===== config.mk =====
export PLATFORM = sky130hd
export DESIGN_NAME = mux_bus_unit_flat
export DESIGN_NICKNAME = d
export VERILOG_FILES = /design/src/rtl/mux_bus_unit_if.sv /design/src/rtl/mux_bus_unit.sv /design/src/flat_wrapper.sv
export SDC_FILE = /design/constraint.sdc
export NUM_CORES = 1
export LEC_CHECK = 0
export BUFFER_PORTS_ARGS = -buffer_cell sky130_fd_sc_hd__buf_2
export CORE_MARGIN = 5
export CORE_UTILIZATION = 35
export DETAILED_ROUTE_END_ITERATION = 12
export GPL_TIMING_DRIVEN = 0
export PLACE_DENSITY = 0.69
export SKIP_LAST_GASP = 1
export SYNTH_ARGS = -nofsm -noshare
export SYNTH_HDL_FRONTEND = slang
export SYNTH_SLANG_ARGS = --single-unit
export TNS_END_PERCENT = 20

===== constraint.sdc =====
create_clock -name clk -period 4.05 [get_ports clk]
set_input_delay 0.81 -clock clk [delete_from_list [all_inputs] [get_ports clk]]
set_output_delay 0.81 -clock clk [all_outputs]
set_load 0.02 [all_outputs]

===== src/rtl/mux_bus_unit_if.sv =====
// External 8088-style multiplexed bus: address, AD bus halves, strobes, READY and HOLD/HLDA.
interface mux_bus_unit_if #(
  parameter int ADDR_W = 20
);
  logic [ADDR_W-1:0] a;
  logic [7:0]        ad_o;
  logic              ad_oe;
  logic [7:0]        ad_i;
  logic              ale;
  logic              rd_n;
  logic              wr_n;
  logic              den_n;
  logic              dtr;
  logic              iom_o;
  logic              ready;
  logic              hold;
  logic              hlda;

  modport master (
    output a, ad_o, ad_oe, ale, rd_n, wr_n, den_n, dtr, iom_o, hlda,
    input  ad_i, ready, hold
  );

  modport slave (
    input  a, ad_o, ad_oe, ale, rd_n, wr_n, den_n, dtr, iom_o, hlda,
    output ad_i, ready, hold
  );
endinterface


===== src/rtl/mux_bus_unit.sv =====
// Bus interface unit: splits one core request into consecutive byte bus cycles
// (T1-T2-T3-[Tw]-T4) with READY wait states, wait timeout and HOLD/HLDA arbitration.
module mux_bus_unit #(
  parameter int ADDR_W    = 20,
  parameter int MAX_BYTES = 2,
  parameter int LEN_W     = $clog2(MAX_BYTES) + 1,
  parameter int TIMEOUT   = 255
) (
  input  logic                   clk,
  input  logic                   rst,
  input  logic                   req,
  input  logic                   we,
  input  logic                   iom,
  input  logic [LEN_W-1:0]       len,
  input  logic [ADDR_W-1:0]      addr,
  input  logic [8*MAX_BYTES-1:0] wdata,
  output logic [8*MAX_BYTES-1:0] rdata,
  output logic                   busy,
  output logic                   done,
  output logic                   err,
  mux_bus_unit_if.master         bus
);

  localparam int WCNT_W = (TIMEOUT > 0) ? $clog2(TIMEOUT + 1) : 1;
  localparam logic [WCNT_W-1:0] TO_V = WCNT_W'(TIMEOUT);

  typedef enum logic [2:0] {
    S_IDLE, S_T1, S_T2, S_T3, S_TW, S_T4, S_HOLD
  } state_t;

  state_t                 state_q, state_d;
  logic [LEN_W-1:0]       idx_q, idx_d;
  logic [LEN_W-1:0]       len_q, len_d;
  logic [WCNT_W-1:0]      wcnt_q, wcnt_d;
  logic                   busy_q, busy_d;
  logic                   err_q, err_d;
  logic                   we_q, we_d;
  logic                   iom_q, iom_d;
  logic [ADDR_W-1:0]      addr_q, addr_d;
  logic [8*MAX_BYTES-1:0] wdata_q, wdata_d;
  logic [8*MAX_BYTES-1:0] rdata_q, rdata_d;

  logic [ADDR_W-1:0] baddr;
  logic [7:0]        wbyte;
  logic              last;

  assign baddr = addr_q + ADDR_W'(idx_q);
  assign last  = (idx_q + LEN_W'(1) == len_q) || err_q;

  always_comb begin
    wbyte = '0;
    for (int unsigned i = 0; i < MAX_BYTES; i++) begin
      if (idx_q == LEN_W'(i)) wbyte = wdata_q[8*i +: 8];
    end
  end

  always_ff @(posedge clk) begin
    if (!rst) begin
      state_q <= S_IDLE;
      idx_q   <= '0;
      len_q   <= LEN_W'(1);
      wcnt_q  <= '0;
      busy_q  <= 1'b0;
      err_q   <= 1'b0;
      we_q    <= 1'b0;
      iom_q   <= 1'b0;
      addr_q  <= '0;
      wdata_q <= '0;
      rdata_q <= '0;
    end else begin
      state_q <= state_d;
      idx_q   <= idx_d;
      len_q   <= len_d;
      wcnt_q  <= wcnt_d;
      busy_q  <= busy_d;
      err_q   <= err_d;
      we_q    <= we_d;
      iom_q   <= iom_d;
      addr_q  <= addr_d;
      wdata_q <= wdata_d;
      rdata_q <= rdata_d;
    end
  end

  always_comb begin
    state_d = state_q;
    idx_d   = idx_q;
    len_d   = len_q;
    wcnt_d  = wcnt_q;
    busy_d  = busy_q;
    err_d   = err_q;
    we_d    = we_q;
    iom_d   = iom_q;
    addr_d  = addr_q;
    wdata_d = wdata_q;
    rdata_d = rdata_q;
    unique case (state_q)
      S_IDLE: begin
        if (bus.hold) begin
          state_d = S_HOLD;
        end else if (req) begin
          addr_d  = addr;
          we_d    = we;
          iom_d   = iom;
          wdata_d = wdata;
          if (len == '0)                          len_d = LEN_W'(1);
          else if (len > LEN_W'(MAX_BYTES))       len_d = LEN_W'(MAX_BYTES);
          else                                    len_d = len;
          rdata_d = '0;
          err_d   = 1'b0;
          idx_d   = '0;
          wcnt_d  = '0;
          busy_d  = 1'b1;
          state_d = S_T1;
        end
      end
      S_T1: state_d = S_T2;
      S_T2: state_d = S_T3;
      S_T3, S_TW: begin
        // READY is checked before the timeout so a late READY still completes cleanly
        if (bus.ready) begin
          if (!we_q) begin
            for (int unsigned i = 0; i < MAX_BYTES; i++) begin
              if (idx_q == LEN_W'(i)) rdata_d[8*i +: 8] = bus.ad_i;
            end
          end
          state_d = S_T4;
        end else if ((TIMEOUT != 0) && (wcnt_q == TO_V)) begin
          err_d   = 1'b1;
          state_d = S_T4;
        end else begin
          wcnt_d  = wcnt_q + WCNT_W'(1);
          state_d = S_TW;
        end
      end
      S_T4: begin
        wcnt_d = '0;
        if (last) begin
          busy_d  = 1'b0;
          state_d = bus.hold ? S_HOLD : S_IDLE;
        end else begin
          idx_d   = idx_q + LEN_W'(1);
          state_d = bus.hold ? S_HOLD : S_T1;
        end
      end
      S_HOLD: begin
        if (!bus.hold) state_d = busy_q ? S_T1 : S_IDLE;
      end
      default: state_d = S_IDLE;
    endcase
  end

  always_comb begin
    bus.a     = '0;
    bus.ad_o  = '0;
    bus.ad_oe = 1'b0;
    bus.ale   = 1'b0;
    bus.rd_n  = 1'b1;
    bus.wr_n  = 1'b1;
    bus.den_n = 1'b1;
    bus.dtr   = 1'b1;
    bus.iom_o = 1'b0;
    bus.hlda  = 1'b0;
    done      = 1'b0;
    unique case (state_q)
      S_T1: begin
        bus.a     = baddr;
        bus.ad_o  = baddr[7:0];
        bus.ad_oe = 1'b1;
        bus.ale   = 1'b1;
        bus.dtr   = we_q;
        bus.iom_o = iom_q;
      end
      S_T2, S_T3, S_TW: begin
        bus.a     = baddr;
        bus.dtr   = we_q;
        bus.iom_o = iom_q;
        bus.den_n = 1'b0;
        if (we_q) begin
          bus.wr_n  = 1'b0;
          bus.ad_o  = wbyte;
          bus.ad_oe = 1'b1;
        end else begin
          bus.rd_n  = 1'b0;
        end
      end
      S_T4: begin
        bus.a     = baddr;
        bus.dtr   = we_q;
        bus.iom_o = iom_q;
        if (we_q) begin
          bus.ad_o  = wbyte;
          bus.ad_oe = 1'b1;
        end
        done = last;
      end
      S_HOLD: bus.hlda = 1'b1;
      default: ;
    endcase
  end

  assign busy  = busy_q;
  assign err   = err_q;
  assign rdata = rdata_q;

endmodule


===== src/flat_wrapper.sv =====
// flat-port wrapper written by rule: the top's interface ports become plain ports
module mux_bus_unit_flat 
#(
  parameter int ADDR_W    = 20,
  parameter int MAX_BYTES = 2,
  parameter int LEN_W     = $clog2(MAX_BYTES) + 1,
  parameter int TIMEOUT   = 255
)
  (clk, rst, req, we, iom, len, addr, wdata, rdata, busy, done, err, bus_a, bus_ad_o, bus_ad_oe, bus_ale, bus_rd_n, bus_wr_n, bus_den_n, bus_dtr, bus_iom_o, bus_hlda, bus_ad_i, bus_ready, bus_hold);
  mux_bus_unit_if #(.ADDR_W(ADDR_W)) bus_i ();
  input  logic clk;
  input  logic rst;
  input  logic req;
  input  logic we;
  input  logic iom;
  input  logic [LEN_W-1:0] len;
  input  logic [ADDR_W-1:0] addr;
  input  logic [8*MAX_BYTES-1:0] wdata;
  output logic [8*MAX_BYTES-1:0] rdata;
  output logic busy;
  output logic done;
  output logic err;
  output wire logic [$bits(bus_i.a)-1:0] bus_a;
  output wire logic [$bits(bus_i.ad_o)-1:0] bus_ad_o;
  output wire logic [$bits(bus_i.ad_oe)-1:0] bus_ad_oe;
  output wire logic [$bits(bus_i.ale)-1:0] bus_ale;
  output wire logic [$bits(bus_i.rd_n)-1:0] bus_rd_n;
  output wire logic [$bits(bus_i.wr_n)-1:0] bus_wr_n;
  output wire logic [$bits(bus_i.den_n)-1:0] bus_den_n;
  output wire logic [$bits(bus_i.dtr)-1:0] bus_dtr;
  output wire logic [$bits(bus_i.iom_o)-1:0] bus_iom_o;
  output wire logic [$bits(bus_i.hlda)-1:0] bus_hlda;
  input wire logic [$bits(bus_i.ad_i)-1:0] bus_ad_i;
  input wire logic [$bits(bus_i.ready)-1:0] bus_ready;
  input wire logic [$bits(bus_i.hold)-1:0] bus_hold;
  assign bus_a = bus_i.a;
  assign bus_ad_o = bus_i.ad_o;
  assign bus_ad_oe = bus_i.ad_oe;
  assign bus_ale = bus_i.ale;
  assign bus_rd_n = bus_i.rd_n;
  assign bus_wr_n = bus_i.wr_n;
  assign bus_den_n = bus_i.den_n;
  assign bus_dtr = bus_i.dtr;
  assign bus_iom_o = bus_i.iom_o;
  assign bus_hlda = bus_i.hlda;
  assign bus_i.ad_i = bus_ad_i;
  assign bus_i.ready = bus_ready;
  assign bus_i.hold = bus_hold;
  mux_bus_unit #(.ADDR_W(ADDR_W), .MAX_BYTES(MAX_BYTES), .LEN_W(LEN_W), .TIMEOUT(TIMEOUT)) u_core (.clk(clk), .rst(rst), .req(req), .we(we), .iom(iom), .len(len), .addr(addr), .wdata(wdata), .rdata(rdata), .busy(busy), .done(done), .err(err), .bus(bus_i));
endmodule

=== Word level (Yosys, flattened, before mapping) ===
Index checks and enable logic that the tools add are counted.

* Add/sub/neg operators: 3
* $mul: 0
* Div/mod/pow operators: 0
* $lt $le $gt $ge: 1
* Eq/ne operators: 22
* Shifts and indexed selects: 0
* Mux-type cells: 53
* Bitwise gates (word level): 1
* Reductions and logical operators: 19

{| class="wikitable"
|+ Operators by type and width
! operator !! number
|-
| two-way mux 8 bit || 9
|-
| two-way mux 16 bit || 4
|-
| case mux 16 bit (2 select lines) || 1
|-
| case mux 8 bit (3 select lines) || 1
|-
| two-way mux 3 bit || 7
|-
| adder 20 x 2 -> 20 bit || 1
|-
| two-way mux 20 bit || 1
|-
| two-way mux 1 bit || 19
|-
| case mux 3 bit (6 select lines) || 1
|-
| inequality test 2 bit, second input constant || 8
|-
| case mux 8 bit (2 select lines) || 1
|-
| AND reduction 6 bit || 2
|-
| two-way mux 2 bit || 5
|-
| AND reduction 5 bit || 2
|-
| equality test 3 bit, second input constant || 3
|-
| adder 8 x 1 -> 8 bit, second input constant || 1
|-
| equality test 8 bit, second input constant || 1
|-
| inequality test 2 x 1 -> 1 bit, second input constant || 4
|-
| AND reduction 4 bit || 2
|-
| equality test 3 x 2 -> 1 bit, second input constant || 2
|-
| case mux 1 bit (2 select lines) || 3
|-
| OR reduction 5 bit || 1
|-
| logical NOT 2 bit || 2
|-
| case mux 2 bit (2 select lines) || 1
|-
| 16 further kinds || 17
|}

* Register bits: 71
* Latch bits: 0
* RAM bits: 0
* ROM bits: 0
* Output and inout port bits: 55
* Memories kept: 0

=== Logic depth before layout (Yosys ltp) ===
* Depth in word-level cells: 5
* Gate-level depth with buffers: 8
* Mapped depth without buffers: 7

=== Least setup slack after synthesis ===
OpenSTA, ideal clock, no wires.

* Kind: flip-flop to output port
* Start point: register u_core.addr_q[1]
* End point: output bus_a[17]
* Arrival: 1,892 ps
* Setup slack: 1,348 ps
* Cell stages (with the launch flop): 7
* Buffers on the path: 0
* Cells stage by stage: dfxtp_1 > ha_1 > a21oi_1 > nor4_1 > nand4_1 > xor2_1 > nor2_1

* Cells in the longest elaborated chain, start to end: 2

{| class="wikitable"
|+ Ends and longest elaborated chain
! element !! RTL line !! source
|-
| start, declared || mux_bus_unit.sv:39 || <nowiki>logic [ADDR_W-1:0] addr_q, addr_d;</nowiki>
|-
| start signal, assigned || mux_bus_unit.sv:79 || <nowiki>addr_q <= addr_d;</nowiki>
|-
| adder 20 x 2 -> 20 bit || mux_bus_unit.sv:47 || <nowiki>assign baddr = addr_q + ADDR_W'(idx_q);</nowiki>
|-
| two-way mux 20 bit || mux_bus_unit.sv:165 || <nowiki>unique case (state_q)</nowiki>
|-
| end, declared || flat_wrapper.sv:23 || <nowiki>output wire logic [$bits(bus_i.a)-1:0] bus_a;</nowiki>
|}

Every way passes these cells.

=== Worst setup path in the final report ===
* Start point: register u_core.idx_q[0]
* End point: output bus_a[19]

* Cells in the longest elaborated chain, start to end: 2

{| class="wikitable"
|+ Ends and longest elaborated chain
! element !! RTL line !! source
|-
| start, declared || mux_bus_unit.sv:32 || <nowiki>logic [LEN_W-1:0] idx_q, idx_d;</nowiki>
|-
| start signal, assigned || mux_bus_unit.sv:72 || <nowiki>idx_q <= idx_d;</nowiki>
|-
| adder 20 x 2 -> 20 bit || mux_bus_unit.sv:47 ||
|-
| two-way mux 20 bit || mux_bus_unit.sv:165 ||
|}

Every way passes these cells.

==> flow_summary.yaml <==
outcome:
  status: "finished, final reports clean"
pwr:
  leakage_nw: 1.886
  total_power_mw: 1.868
  vdd_drop_max_v: 0.0001584
  cellPowerDensity_nw_per_um2: 405.3
sta:
  slew_headroom: 0.3476
  min_period_over_period: 0.8591
  whs_ns: 0.4682
  setup_violations: 0
  worst_pin_slew_ns: 0.9697
  fmax_mhz: 287.4
  skew_ns: 0.005958
  fin_crit_ns: 3.479
  rsz0062_at_grt: "no"
  hold_viol: 0
  maxSlewViolCount: 0
  setup_tns_ns: 0
clocking:
  cts-htree-levels: 3
  postCtsSetupRepairBufs: 0
  cts_tree: "built"
  numClockSinks: 71
  cts_hold_buf: 0
  cts_buffer_depth: 2
  root_buffer: "clkbuf_8"
  cts-buffers-inserted: 9
  clkLatencyLatePin_ns: 0.35
  cts_resized: 0
  clkTransAtPathRegs_ns: 0.08
logic_synthesis:
  synth_cell_types: 50
  avgSynthCellArea_um2: 7.717
  syn_area_um2: 3689
  synthArstFlopShare: 0
  synth-warning-count: 0
  synth_seq_cells: 71
  synth_flop_cell: "dfxtp_1"
  synth.net_count: 537
  synth_edf_count: 0
  synthCells: 478
  synth.yosys.seq_area_share: 0.3853
global_routing:
  antenna_found_initial: 0
  track_usage: 0.1698
  grt_pass1_vias: 3623
  grt_max_degree: 14
  grt_overflow: 0
  grt_pass1_wl_um: 17570
floorplanning:
  dieWidth_um: 112.7
  num_rows: 37
  core_um2: 10320
  start_util: 0.3573
  num_io_pins: 108
  die_area_um2: 12690
  die_h_um: 112.7
detailed_routing:
  wl_per_cell_um: 14.71
  vias: 3681
  viasPerCell: 5.001
  drt_iter0_markers: 197
  antenna_left: 0
  wl_um: 10830
  first_pass_iters: 4
  drc: 0
placed_design:
  hpwl_um: 8332
  dp.cells: 720
  place.gp.congestion: 0.8694
  portBuffers: 106
critical_path:
  reg2reg_to: "u_core.rdata[5]"
  path_class: "reg -> out"
  crit_start: "u_core.idx_q[0]"
  r2r-start: "u_core.idx_q[0]"
  startpoint_type: "register"
  cp_data_required_time_ns: 3.24
  r2r_slack_ns: 1.82
  worstSetupEndpointType: "output pin"
  crit_arrival_ns: 2.67
  reg2reg_depth: 8
  critical_path.max_fanout: 5
cells_and_area:
  final_common_cell: "buf_2"
  fin_cells: 736
  syn2layout_area_growth_pct: 24.97
  layout.nets: 654
  seq_area_um2: 1421
  utilization: 0.4465
  multi_input_area_um2: 2088
  antennaDiodeCount: 0
  layout_common_cells: "114 x buf_2, 111 x nand2_1, 71 x dfxtp_1"
  fill_cells: 1044
  drive_above_1_share: 0.2400
hold_path:
  hp-start: "u_core.iom_q"
  hold_depth: 2
  hold_path.class: "reg -> reg"
  min_delay_worst_endpoint: "u_core.iom_q"
job:
  cap_violations: 0
routing by layer:
| layer | up-vias | share of wire | global-route usage |
|---|---|---|---|
| met1 | 1693 | 0.48 | 0.2292 |
| met4 | 0 | 0.014 | 0.06090 |
| met3 | 13 | 0.048 | 0.03558 |
| met5 | - | 0 | 0 |
| met2 | 108 | 0.46 | 0.2674 |
| li1 | 1867 | - | - |
final cells by class:
type,count,share of cell area
clock inverter,7,0.02090
tap,136,0.03692
multi-input combinational,369,0.4530
sequential,71,0.3084
timing repair buffer,106,0.1151
inverter,5,0.004072
buffer,33,0.03474
clock buffer,9,0.02687
Yosys cell counts, types with 3 or more instances:
cell / instances / area, µm²
nor3_1: 4 / 20.02
nor2b_1: 6 / 37.54
a21boi_0: 42 / 315.3
nand2_1: 111 / 416.7
a21oi_1: 14 / 70.07
dfxtp_1: 71 / 1421
o21ai_0: 24 / 120.1
clkbuf_1: 19 / 71.32
o22ai_1: 7 / 43.79
xnor2_1: 7 / 61.31
nand3_1: 37 / 185.2
xor2_1: 16 / 140.1
or4_1: 3 / 22.52
a21boi_1: 4 / 30.03
nor2_1: 35 / 131.4
inv_1: 5 / 18.77
o31ai_1: 3 / 22.52
buf_2: 8 / 40.04
or2_2: 3 / 18.77
nand2b_1: 5 / 31.28
o211ai_1: 3 / 22.52
nand4_1: 6 / 37.54
ha_1: 5 / 62.56
or3_1: 4 / 25.02
buf_6: 3 / 33.78
and3_1: 5 / 31.28
registers in the layout (all words and copies together), names as in the netlist:
name / flops
u_core.addr_q: 20
u_core.rdata: 16
u_core.wdata_q: 16
u_core.wcnt_q: 8
u_core.state_q: 3
u_core.idx_q: 2
u_core.len_q: 2
u_core.busy: 1
u_core.err: 1
u_core.iom_q: 1
u_core.we_q: 1
how the worst max path moves through the flow:
| stage | slack [ns] | end | cells past startpoint |
|---|---|---|---|
| global route | 0.24 | bus_a[19] | 7 |
| global placement | 0.97 | bus_a[19] | 7 |
| CTS | 0.53 | bus_a[19] | 7 |
| detailed placement | 0.94 | bus_a[19] | 7 |
| floorplan | 1.35 | bus_a[17] | 6 |
| finish | 0.57 | bus_a[19] | 7 |
critical path: stages (launching register included):
cell and delay [ns]:
dfxtp_1 0.41, ha_1 0.22, a21oi_1 0.14, nor4_1 0.85
nand3_1 0.21, xor2_1 0.19, nor2_1 0.13, buf_2 0.19
power by group:
| part | internal, mW | switching, mW | total, mW |
|---|---|---|---|
| sequential | 0.737 | 0.0312 | 0.768 |
| combinational | 0.161 | 0.297 | 0.458 |
| clock | 0.348 | 0.294 | 0.641 |
| total | 1.25 | 0.622 | 1.87 |
metrics by stage:
step           setup slack, ns  instance area (µm²)
6_report                0.5706                 4609
5_1_grt                 0.2409                 4609
4_1_cts                 0.5332                 4609
3_5_place_dp            0.9377                 4389
3_3_place_gp            0.9692                 4389
2_1_floorplan            1.348                 3689
kinds of logic after synthesis:
kind of cell	synth area share
AND/OR/NAND/NOR	0.2873
AO/OA/AOI/OAI	0.1964
flip-flops	0.3853
buffers and inverters	0.04851
XOR/XNOR	0.05461
adder cells (fa/ha/maj)	0.02239
multiplexers	0.005428
(Power assumes the default switching activity.)
